<file path="config.mk">
export PLATFORM = sky130hd
export DESIGN_NAME = xbar_slave_arbiter_flat
export DESIGN_NICKNAME = d
export VERILOG_FILES = /design/src/rtl/xbar_pkg.sv /design/src/rtl/xbar_slave_arbiter_if.sv /design/src/rtl/gpu_rr_picker.sv /design/src/rtl/xbar_slave_arbiter.sv /design/src/flat_wrapper.sv
export SDC_FILE = /design/constraint.sdc
export NUM_CORES = 1
export LEC_CHECK = 0
export CAP_MARGIN = 20
export CORE_UTILIZATION = 40
export CTS_CLUSTER_DIAMETER = 150
export DETAILED_ROUTE_END_ITERATION = 10
export GPL_TIMING_DRIVEN = 0
export SLEW_MARGIN = 20
export SYNTH_ARGS = -nofsm -noshare
export SYNTH_HDL_FRONTEND = slang
export SYNTH_SLANG_ARGS = --single-unit
export TNS_END_PERCENT = 5
</file>
<file path="constraint.sdc">
create_clock -name clk -period 3.11 [get_ports clk]
set_input_delay 0.622 -clock clk [delete_from_list [all_inputs] [get_ports clk]]
set_output_delay 0.622 -clock clk [all_outputs]
set_load 0.05 [all_outputs]
</file>
<file path="src/rtl/xbar_pkg.sv">
// Shared interconnect definitions: master/slave indices, arbiter state
// encoding and the one-hot to index helper.
package xbar_pkg;

    localparam int unsigned CPU_MASTER   = 0;

    localparam int unsigned SLV_MEMORY   = 0;
    localparam int unsigned SLV_GPU_CTRL = 1;
    localparam int unsigned SLV_SYS_REGS = 2;
    localparam int unsigned SLV_DEBUG    = 3;
    localparam int unsigned NUM_SLAVES   = 4;

    typedef enum logic [0:0] {ARB_IDLE, ARB_BUSY} arb_state_e;

    // Index of the set bit; 0 for an all-zero vector (callers zero-extend to 32 bits).
    function automatic int unsigned onehot2idx(input logic [31:0] onehot);
        int unsigned idx;
        idx = 0;
        for (int unsigned i = 0; i < 32; i++) begin
            if (onehot[i]) idx = idx | i;
        end
        return idx;
    endfunction

endpackage

</file>
<file path="src/rtl/xbar_slave_arbiter_if.sv">
// Request/grant bundle between the masters' address decoders and one
// slave-port arbiter.
interface xbar_slave_arbiter_if #(
    parameter int unsigned NUM_MASTERS = 9,
    parameter int unsigned ID_W        = 4
);
    logic [NUM_MASTERS-1:0] req;
    logic                   slave_ack;
    logic [NUM_MASTERS-1:0] grant;
    logic [ID_W-1:0]        granted_id;
    logic                   any_grant;
    logic                   timeout_err;
    logic                   cpu_boosted;

    modport master (
        output req, slave_ack,
        input  grant, granted_id, any_grant, timeout_err, cpu_boosted
    );

    modport slave (
        input  req, slave_ack,
        output grant, granted_id, any_grant, timeout_err, cpu_boosted
    );
endinterface

</file>
<file path="src/rtl/gpu_rr_picker.sv">
// Combinational round-robin picker over the GPU requesters (indices 1..N-1),
// searching from the entry after rr_ptr and wrapping back to index 1.
module gpu_rr_picker #(
    parameter int unsigned NUM_MASTERS = 9,
    parameter int unsigned ID_W        = 4
) (
    input  logic [NUM_MASTERS-1:1] req,
    input  logic [ID_W-1:0]        rr_ptr,
    input  logic [NUM_MASTERS-1:1] mask,
    output logic [NUM_MASTERS-1:1] pick,
    output logic                   pick_valid
);

    logic [NUM_MASTERS-1:1] cand;

    assign cand = req & ~mask;

    // First pass covers rr_ptr+1..N-1, second pass the wrapped range 1..rr_ptr.
    always_comb begin
        pick       = '0;
        pick_valid = 1'b0;
        for (int unsigned i = 1; i < NUM_MASTERS; i++) begin
            if (!pick_valid && cand[i] && (i > 32'(rr_ptr))) begin
                pick[i]    = 1'b1;
                pick_valid = 1'b1;
            end
        end
        for (int unsigned i = 1; i < NUM_MASTERS; i++) begin
            if (!pick_valid && cand[i] && (i <= 32'(rr_ptr))) begin
                pick[i]    = 1'b1;
                pick_valid = 1'b1;
            end
        end
    end

endmodule

</file>
<file path="src/rtl/xbar_slave_arbiter.sv">
// Per-slave arbiter: locked grant until ack/abort/watchdog, round-robin GPUs,
// lowest-priority CPU with an aging override.
module xbar_slave_arbiter
    import xbar_pkg::*;
#(
    parameter int unsigned NUM_MASTERS  = 9,
    parameter int unsigned ID_W         = 4,
    parameter int unsigned STARVE_LIMIT = 16,
    parameter int unsigned TIMEOUT      = 255
) (
    input  logic                 clk,
    input  logic                 rst,
    xbar_slave_arbiter_if.slave  bus
);

    localparam int unsigned AGE_W = $clog2(STARVE_LIMIT + 1);
    localparam int unsigned WD_W  = $clog2(TIMEOUT + 1);

    arb_state_e             state;
    logic [NUM_MASTERS-1:0] grant_q;
    logic [ID_W-1:0]        id_q;
    logic                   any_q;
    logic                   timeout_q;
    logic                   boosted_q;
    logic [ID_W-1:0]        rr_ptr;
    logic [AGE_W-1:0]       age;
    logic [AGE_W-1:0]       age_nxt;
    logic [WD_W-1:0]        wd_cnt;

    logic [NUM_MASTERS-1:1] gpu_pick;
    logic                   gpu_valid;
    logic                   release_c;
    logic                   timeout_c;
    logic                   arbitrate_c;
    logic                   cpu_win_c;
    logic                   gpu_win_c;
    logic [NUM_MASTERS-1:0] grant_nxt;

    assign bus.grant       = grant_q;
    assign bus.granted_id  = id_q;
    assign bus.any_grant   = any_q;
    assign bus.timeout_err = timeout_q;
    assign bus.cpu_boosted = boosted_q;

    // The current grant doubles as the re-arbitration mask (zero while idle).
    gpu_rr_picker #(
        .NUM_MASTERS (NUM_MASTERS),
        .ID_W        (ID_W)
    ) u_picker (
        .req        (bus.req[NUM_MASTERS-1:1]),
        .rr_ptr     (rr_ptr),
        .mask       (grant_q[NUM_MASTERS-1:1]),
        .pick       (gpu_pick),
        .pick_valid (gpu_valid)
    );

    // Release causes while busy: ack beats abort beats watchdog.
    always_comb begin
        release_c = 1'b0;
        timeout_c = 1'b0;
        if (state == ARB_BUSY) begin
            if (bus.slave_ack) begin
                release_c = 1'b1;
            end else if ((bus.req & grant_q) == '0) begin
                release_c = 1'b1;
            end else if (wd_cnt == WD_W'(TIMEOUT - 1)) begin
                release_c = 1'b1;
                timeout_c = 1'b1;
            end
        end
    end

    // CPU wins only when boosted or when no GPU is requesting at all.
    assign arbitrate_c = (state == ARB_IDLE) || release_c;
    assign cpu_win_c   = bus.req[CPU_MASTER] && !grant_q[CPU_MASTER] &&
                         (boosted_q || (bus.req[NUM_MASTERS-1:1] == '0));
    assign gpu_win_c   = !cpu_win_c && gpu_valid;
    assign grant_nxt   = cpu_win_c ? {{(NUM_MASTERS-1){1'b0}}, 1'b1} :
                         gpu_win_c ? {gpu_pick, 1'b0} : '0;

    always_comb begin
        age_nxt = age;
        if (!bus.req[CPU_MASTER] || grant_q[CPU_MASTER]) begin
            age_nxt = '0;
        end else if (age != AGE_W'(STARVE_LIMIT)) begin
            age_nxt = age + AGE_W'(1);
        end
    end

    always_ff @(posedge clk) begin
        if (rst) begin
            state     <= ARB_IDLE;
            grant_q   <= '0;
            id_q      <= '0;
            any_q     <= 1'b0;
            timeout_q <= 1'b0;
            boosted_q <= 1'b0;
            rr_ptr    <= ID_W'(NUM_MASTERS - 1);
            age       <= '0;
            wd_cnt    <= '0;
        end else begin
            timeout_q <= timeout_c;
            age       <= age_nxt;
            boosted_q <= (age_nxt == AGE_W'(STARVE_LIMIT));
            if (arbitrate_c) begin
                grant_q <= grant_nxt;
                id_q    <= ID_W'(onehot2idx(32'(grant_nxt)));
                any_q   <= |grant_nxt;
                wd_cnt  <= '0;
                state   <= (|grant_nxt) ? ARB_BUSY : ARB_IDLE;
                if (gpu_win_c) begin
                    rr_ptr <= ID_W'(onehot2idx(32'({gpu_pick, 1'b0})));
                end
            end else begin
                wd_cnt <= wd_cnt + WD_W'(1);
            end
        end
    end

endmodule

</file>
<file path="src/flat_wrapper.sv">
// flat-port wrapper written by rule: the top's interface ports become plain ports
module xbar_slave_arbiter_flat import xbar_pkg::*;
#(
    parameter int unsigned NUM_MASTERS  = 9,
    parameter int unsigned ID_W         = 4,
    parameter int unsigned STARVE_LIMIT = 16,
    parameter int unsigned TIMEOUT      = 255
)
  (clk, rst, bus_req, bus_slave_ack, bus_grant, bus_granted_id, bus_any_grant, bus_timeout_err, bus_cpu_boosted);
  xbar_slave_arbiter_if #(.NUM_MASTERS(NUM_MASTERS), .ID_W(ID_W)) bus_i ();
  input  logic clk;
  input  logic rst;
  input wire logic [$bits(bus_i.req)-1:0] bus_req;
  input wire logic [$bits(bus_i.slave_ack)-1:0] bus_slave_ack;
  output wire logic [$bits(bus_i.grant)-1:0] bus_grant;
  output wire logic [$bits(bus_i.granted_id)-1:0] bus_granted_id;
  output wire logic [$bits(bus_i.any_grant)-1:0] bus_any_grant;
  output wire logic [$bits(bus_i.timeout_err)-1:0] bus_timeout_err;
  output wire logic [$bits(bus_i.cpu_boosted)-1:0] bus_cpu_boosted;
  assign bus_i.req = bus_req;
  assign bus_i.slave_ack = bus_slave_ack;
  assign bus_grant = bus_i.grant;
  assign bus_granted_id = bus_i.granted_id;
  assign bus_any_grant = bus_i.any_grant;
  assign bus_timeout_err = bus_i.timeout_err;
  assign bus_cpu_boosted = bus_i.cpu_boosted;
  xbar_slave_arbiter #(.NUM_MASTERS(NUM_MASTERS), .ID_W(ID_W), .STARVE_LIMIT(STARVE_LIMIT), .TIMEOUT(TIMEOUT)) u_core (.clk(clk), .rst(rst), .bus(bus_i));
endmodule
</file>
---- Word-level counts from Yosys, hierarchy flattened ----
Index checks and enable logic that the tools add are counted.
storage, ports and cells
  input bits .............................. 12
  memory bits (read-only) ................. 0
  memories kept ........................... 0
  bits in latches ......................... 0
  flip-flop bits (word level) ............. 34
  memory bits (writable) .................. 0
operators by class
  shifts and indexed selects .............. 0
  $add $sub $neg .......................... 2
  magnitude comparators ................... 16
  multiplexer cells ....................... 56
  equal/unequal tests ..................... 3
  reduce and logical (&&, ||, !) cells .... 61
  divide/modulo/power cells ............... 0
  bitwise logic cells ..................... 4
  multiply operators ...................... 0
operators by type and width
  operator                                                       count
  two-way mux 1 bit                                              38
  logical AND 1 bit                                              34
  two-way mux 3 bit                                              8
  logical NOT 1 bit                                              18
  two-way mux 9 bit                                              2
  > comparator 3 x 4 -> 1 bit, first input constant              4
  less-or-equal comparator 3 x 4 -> 1 bit, first input constant  4
  two-way mux 5 bit                                              2
  AND 9 bit                                                      1
  logical NOT 9 bit                                              1
  OR reduction 9 bit                                             1
  adder 8 x 1 -> 8 bit, second input constant                    1
  AND 8 bit                                                      1
  equality test 8 bit, second input constant                     1
  > comparator 2 x 4 -> 1 bit, first input constant              2
  less-or-equal comparator 2 x 4 -> 1 bit, first input constant  2
  logical NOT 8 bit                                              1
  two-way mux 2 bit                                              4
  two-way mux 4 bit                                              2
  NOT 8 bit                                                      1
  adder 5 x 1 -> 5 bit, second input constant                    1
  equality test 5 bit, second input constant                     1
  != test 5 bit, second input constant                           1
  > comparator 1 x 4 -> 1 bit, first input constant              1
  8 further kinds                                                10

---- Logic depth before layout (Yosys ltp) ----
  depth in word-level cells ............... 75
  gate-level depth with buffers ........... 8
  mapped depth without buffers ............ 8

---- By module ----
From an unflattened synthesis, not the netlist that was laid out.
second synthesis, totals
  cells, all modules ...................... 239
  area, all modules ....................... 2001.9 um2
by module, submodules not included
  module              area each (um2)  sequential area each (um2)  cells an instance  instances
  xbar_slave_arbiter  1527.7           640.6                       171                1
  gpu_rr_picker       474.2            0.0                         68                 1

---- Least setup slack after synthesis ----
Ideal clock, no wire load.
  path kind ............................... register to register
  start point ............................. register u_core.grant_q[2] (netlist: u_core.bus.grant[2])
  end point ............................... register u_core.rr_ptr[3]
  arrival ................................. 2283 ps
  path buffers ............................ 0
  stages on the path, launching flop included .. 7
  slack ................................... 704 ps
  data required time ...................... 2988 ps
  period minus slack after synthesis ...... 2406 ps
  library setup time ...................... 122 ps
  cell sequence ........................... dfxtp_1 > nor2b_1 > a22oi_1 > nand4_2 > nor4_4 > nor2_1 > a311o_1
on the way
  word-level cells in the longest chain between the ends .. 63
RTL lines
  element                               RTL line                   source
  from (decl)                           xbar_slave_arbiter.sv:20   logic [NUM_MASTERS-1:0] grant_q;
  from (signal assigned)                xbar_slave_arbiter.sv:106  grant_q <= grant_nxt;
  NOT 8 bit                             gpu_rr_picker.sv:16        assign cand = req & ~mask;
  AND 8 bit                             gpu_rr_picker.sv:16
  logical AND 1 bit (2 in series)       gpu_rr_picker.sv:23        if (!pick_valid && cand[i] && (i > 32'(rr_ptr))) begin
  two-way mux 1 bit                     gpu_rr_picker.sv:23
  logical NOT 1 bit                     gpu_rr_picker.sv:23
  logical AND 1 bit (2 in series)       gpu_rr_picker.sv:23
  two-way mux 1 bit                     gpu_rr_picker.sv:23
  logical NOT 1 bit                     gpu_rr_picker.sv:23
  (+43 left out)                        -
  logical NOT 1 bit                     gpu_rr_picker.sv:29        if (!pick_valid && cand[i] && (i <= 32'(rr_ptr))) begin
  logical AND 1 bit (2 in series)       gpu_rr_picker.sv:29
  two-way mux 1 bit                     gpu_rr_picker.sv:29
  logical NOT 1 bit                     gpu_rr_picker.sv:29
  logical AND 1 bit (2 in series)       gpu_rr_picker.sv:29
  two-way mux 1 bit                     gpu_rr_picker.sv:29
  logical AND 1 bit                     xbar_slave_arbiter.sv:77   assign gpu_win_c = !cpu_win_c && gpu_valid;
  AND reduction 2 bit (no source line)  -
  to (signal assigned)                  xbar_slave_arbiter.sv:98   rr_ptr <= ID_W'(NUM_MASTERS - 1);
  to (signal assigned)                  xbar_slave_arbiter.sv:112  rr_ptr <= ID_W'(onehot2idx(32'({gpu_pick, 1'b0})));
  to (decl)                             xbar_slave_arbiter.sv:25   logic [ID_W-1:0] rr_ptr;
Parallel ways exist; a longest one is shown, timed or not.
A chain may end at the register's enable or synchronous reset.

---- Final worst setup path ----
  start point ............................. input port bus_req[2]
  end point ............................... register u_core.rr_ptr[3]
on the way
  word-level cells in the longest chain between the ends .. 62
RTL lines
  element                               RTL line                  source
  from (decl)                           flat_wrapper.sv:13        input wire logic [$bits(bus_i.req)-1:0] bus_req;
  AND 8 bit                             gpu_rr_picker.sv:16
  logical AND 1 bit (2 in series)       gpu_rr_picker.sv:23
  two-way mux 1 bit                     gpu_rr_picker.sv:23
  logical NOT 1 bit                     gpu_rr_picker.sv:23
  logical AND 1 bit (2 in series)       gpu_rr_picker.sv:23
  two-way mux 1 bit                     gpu_rr_picker.sv:23
  logical NOT 1 bit                     gpu_rr_picker.sv:23
  logical AND 1 bit (2 in series)       gpu_rr_picker.sv:23
  (+41 left out)                        -
  logical NOT 1 bit                     gpu_rr_picker.sv:29
  logical AND 1 bit (2 in series)       gpu_rr_picker.sv:29
  two-way mux 1 bit                     gpu_rr_picker.sv:29
  logical NOT 1 bit                     gpu_rr_picker.sv:29
  logical AND 1 bit (2 in series)       gpu_rr_picker.sv:29
  two-way mux 1 bit                     gpu_rr_picker.sv:29
  logical AND 1 bit                     xbar_slave_arbiter.sv:77
  AND reduction 2 bit (no source line)  -
Parallel ways exist; a longest one is shown, timed or not.

==> summary.md <==
| Metric | Value |
|---|---|
| Buf+Inv Stages, Crit Path | 1 |
| Vias in the first global route | around 1700 |
| Endpoint, Worst Hold | u_core.bus.granted_id[2] |
| Crit path cell chain | clkdlybuf4s50_1 > nor2b_1 > a22oi_1 > nand4_2 > nor4_4 > nor2_1 > a311o_1 |
| RSZ-0062 raised after global routing | false |
| R2R Setup Slk | about 0.66 ns |
| Gp weighted congestion | 0.982 |
| GR Util met3 | 5.67% |
| Maximum VDD drop | 0.384 mV |
| Num CTS Buffers | 5 |
| Tightest Pin Transition | around 0.63 ns |
| Most crowded layer after global routing | met2 |
| Most frequent cells in the layout | 32 x dfxtp_1, 26 x clkdlybuf4s50_1, 25 x nor2_1, 10 x nand2b_1, 10 x nand2_1 |
| Slew headroom | between 50% and 60% |
| IO Pins | 28 |
| Final wirelength | ~4.7 mm |
| Post-synthesis compound-gate area fraction | 23.7% |
| Clock sink count | 32 |
| Register bit count reported by yosys | 32 |
| Total gr overflow | 0 |
| CP max stage delay | around 0.5 ns |
| Util after Layout | roughly 52% |
| # placed instances | around 290 |
| Internal Dissipation | a little over 0.9 mW |
| Met2 GRT Util | roughly 32% |
| Status | complete, no violations |
| Synth Area in Adders | between 2 and 3% |
| Final Hold Fails | 0 |
| Hold Path Class | reg2reg |
| Post_cts resized | 0 |
| F_max | approximately 340 MHz |
| Area growth syn-to-layout | 23.8% |
| Slowest stage cell, crit path | nor4_4 |
| Critical path required time | 3.27 ns |
| Leakage | 0.807 nW |
| Register area | around 640 µm² |
| Critical path launch point type | primary input |
| # diodes | 0 |
| Final Net Count | around 260 |
| DR vias | ~1700 |
| CTS root buffer | clkbuf_8 |
| Core area | about 0.0044 mm² |
| Setup repair bufs after CTS | 0 |
| Netlist cell types | 57 |
| Die area | between 0.004 and 0.005 mm² |
| Die Wd | between 60 and 70 µm |
| R2R Path End | u_core.rr_ptr[3] |
| Largest family of logic cells by synthesized area | simple AND/OR/NAND/NOR gates |
| Seq pwr share | approximately a third |
| Max-cap violation count | 0 |
| Clock transition at path regs | around 0.07 ns |
| Final setup fails | 0 |
| Worst EP arrival | 3.06 ns |
| Worst-path fanout max | 8 |
| Crit path kind | in2reg |
| Filler cell count | about 430 |
| CTS tree | yes |
| Syn nets | approximately 230 |
| Clock share of power | between 20% and 30% |
| Simple-gate share of the synthesized area | ~30% |
| PwrDens | about 690 mW/mm² |
| Post-synthesis mux area share | less than 1% |
| Ys async rst share | 0% |
| H-tree depth | 2 |
| Reg2Reg Depth | 7 |
| Final period util | 93.2% |
| Minimum clock period | about 2.9 ns |
| Worst r2r src | u_core.rr_ptr[1] |
| Initial antenna violation count | 0 |
| Switching power | roughly 0.64 mW |
| Sequential share of the synthesized area | a little over a third |
| Drt initial violations | 124 |
| Hold buffer count at cts | 0 |
| Worst skew pair latency | around 0.27 ns |
| DR DRC count | 0 |
| Post-Syn Instances | about 210 |
| Crit. End Element | flip-flop |
| Synth Area in XOR/XNOR | under 10% |
| Syn avg cell area | between 8 and 9 µm² |
| Largest net degree at the start of global routing | 11 |
| EDFF count, synth | 0 |
| FP Rows | 24 |
| Finished Layout Cells | a little under 300 |
| WL/cell | about 16 µm |
| First-pass GRT wire length | about 8.0 mm |
| Initial core utilization | 41.8% |
| Worst Min Path Start | u_core.bus.granted_id[2] |
| Multi-input gate area | ~0.0011 mm² |
| Vias per cell | approximately 5.8 |
| Combinational power share | between 40 and 50% |
| Yosys top cell area share | about a third |
| Hold Path Depth | 2 |
| Cell taking the most area after synthesis | dfxtp_1 |
| Crit path max-delay family | simple AND/OR/NAND/NOR gates |
| Synth top area cells | dfxtp_1 35%, nor2_1 5.2%, nand2b_1 3.4% |
| DRT antenna net count | 0 |
| Clock skew | 0.00542 ns |
| Met1 usage | roughly 28% |
| Tot GR Track Use | 20.5% |
| DP HPWL | about 3.6 mm |
| Sw frac | roughly 41% |
| Die Y | roughly 69 µm |
| Synth warnings | 0 |
| Syn Std Cell Area | approximately 0.0018 mm² |
| PortBufs | 26 |
| Share of cells above drive strength 1 | a little over a tenth |
| Drt pass-1 iters | 4 |
| Final Max Tran Viols | 0 |
| Longest Clk Path Bufs | 2 |
| Ys flop type | dfxtp_1 |
| Commonest non-fill, non-tap cell in the layout | dfxtp_1 |
-- state kept, by name, indices dropped and copies added, names as in the netlist --
name / flops
u_core.bus.grant: 8
u_core.wd_cnt: 8
u_core.age: 5
u_core.bus.granted_id: 4
u_core.rr_ptr: 4
u_core.bus.any_grant: 1
u_core.bus.cpu_boosted: 1
u_core.bus.timeout_err: 1
-- how the worst max path moves through the flow --
stage / cells past startpoint / slack (ns) / end / startpoint
CTS: 7 / 0.30 / u_core.rr_ptr[3] / bus_req[2]
detailed placement: 7 / 0.03 / u_core.rr_ptr[3] / bus_req[2]
global placement: 6 / -0.02 / u_core.bus.grant[5] / bus_req[1]
global route: 7 / 0.15 / u_core.rr_ptr[3] / bus_req[2]
floorplan: 6 / 0.70 / u_core.rr_ptr[3] / u_core.bus.grant[2]
finish: 7 / 0.21 / u_core.rr_ptr[3] / bus_req[2]
-- layout make-up --
cell class,count,share of cell area (%)
tap,52,2.89
buffer,8,1.83
clock buffer,7,4.28
sequential,32,28.5
inverter,5,0.834
multi-input combinational,167,49.9
timing repair buffer,27,11.8
-- tightest hold or removal path, stage by stage, from the launching register on --
cell     delay, ns
dfxtp_1       0.32
nand2_1       0.05
o21ai_1       0.05
-- Yosys cell counts, types with 2 or more instances --
library cell	number
dfxtp_1	32
nor2_1	25
nand2_1	10
nand2b_1	10
a21oi_1	9
nand3_1	8
nor3_1	8
o21ai_0	7
a22o_1	6
nor2b_1	6
a211oi_1	5
inv_1	5
o22ai_1	5
xor2_1	5
a22oi_1	4
ha_1	4
nand4_1	4
xnor2_1	4
buf_2	3
clkbuf_1	3
nand3b_1	3
nor4_1	3
o21ai_1	3
a32o_1	2
and3_1	2
buf_4	2
o21a_1	2
o31ai_1	2
or3_1	2
-- power by group through the flow --
stage | clock network [mW] | registers [mW] | logic (mW)
2_1_floorplan | 0 | 0.626 | 0.386
3_3_place_gp | 0 | 0.526 | 0.677
3_5_place_dp | 0 | 0.524 | 0.680
4_1_cts | 0.348 | 0.515 | 0.685
5_1_grt | 0.371 | 0.526 | 0.742
6_report | 0.338 | 0.516 | 0.694
-- stage by stage --
stage	TNS (ns)	setup WS, ns	hold WS (ns)	total power [mW]	instance area (µm²)
floorplan	0	0.704	0.430	1.01	1820
global placement	-0.0341	-0.0192	0.448	1.20	2140
detailed placement	0	0.0269	0.453	1.20	2150
CTS	0	0.302	0.469	1.55	2250
global route	0	0.146	0.486	1.64	2250
finish	0	0.211	0.464	1.55	2250
-- per-layer routing --
metal  vias to the layer above  share of wire, %
met5                         -                 0
met4                         0              0.49
met3                         4               6.0
met2                        53                43
met1                       803                50
li1                        863                 -
-- logic make-up (layout without fill, tap and decap cells) --
kind of cell / count (synthesis) / in the layout
simple gates: 95 / 95
mux: 1 / 1
flops: 32 / 32
compound gates: 58 / 58
fa+ha+maj: 4 / 4
buf+inv: 13 / 47
xor+xnor: 9 / 9
(Power assumes the default switching activity.)
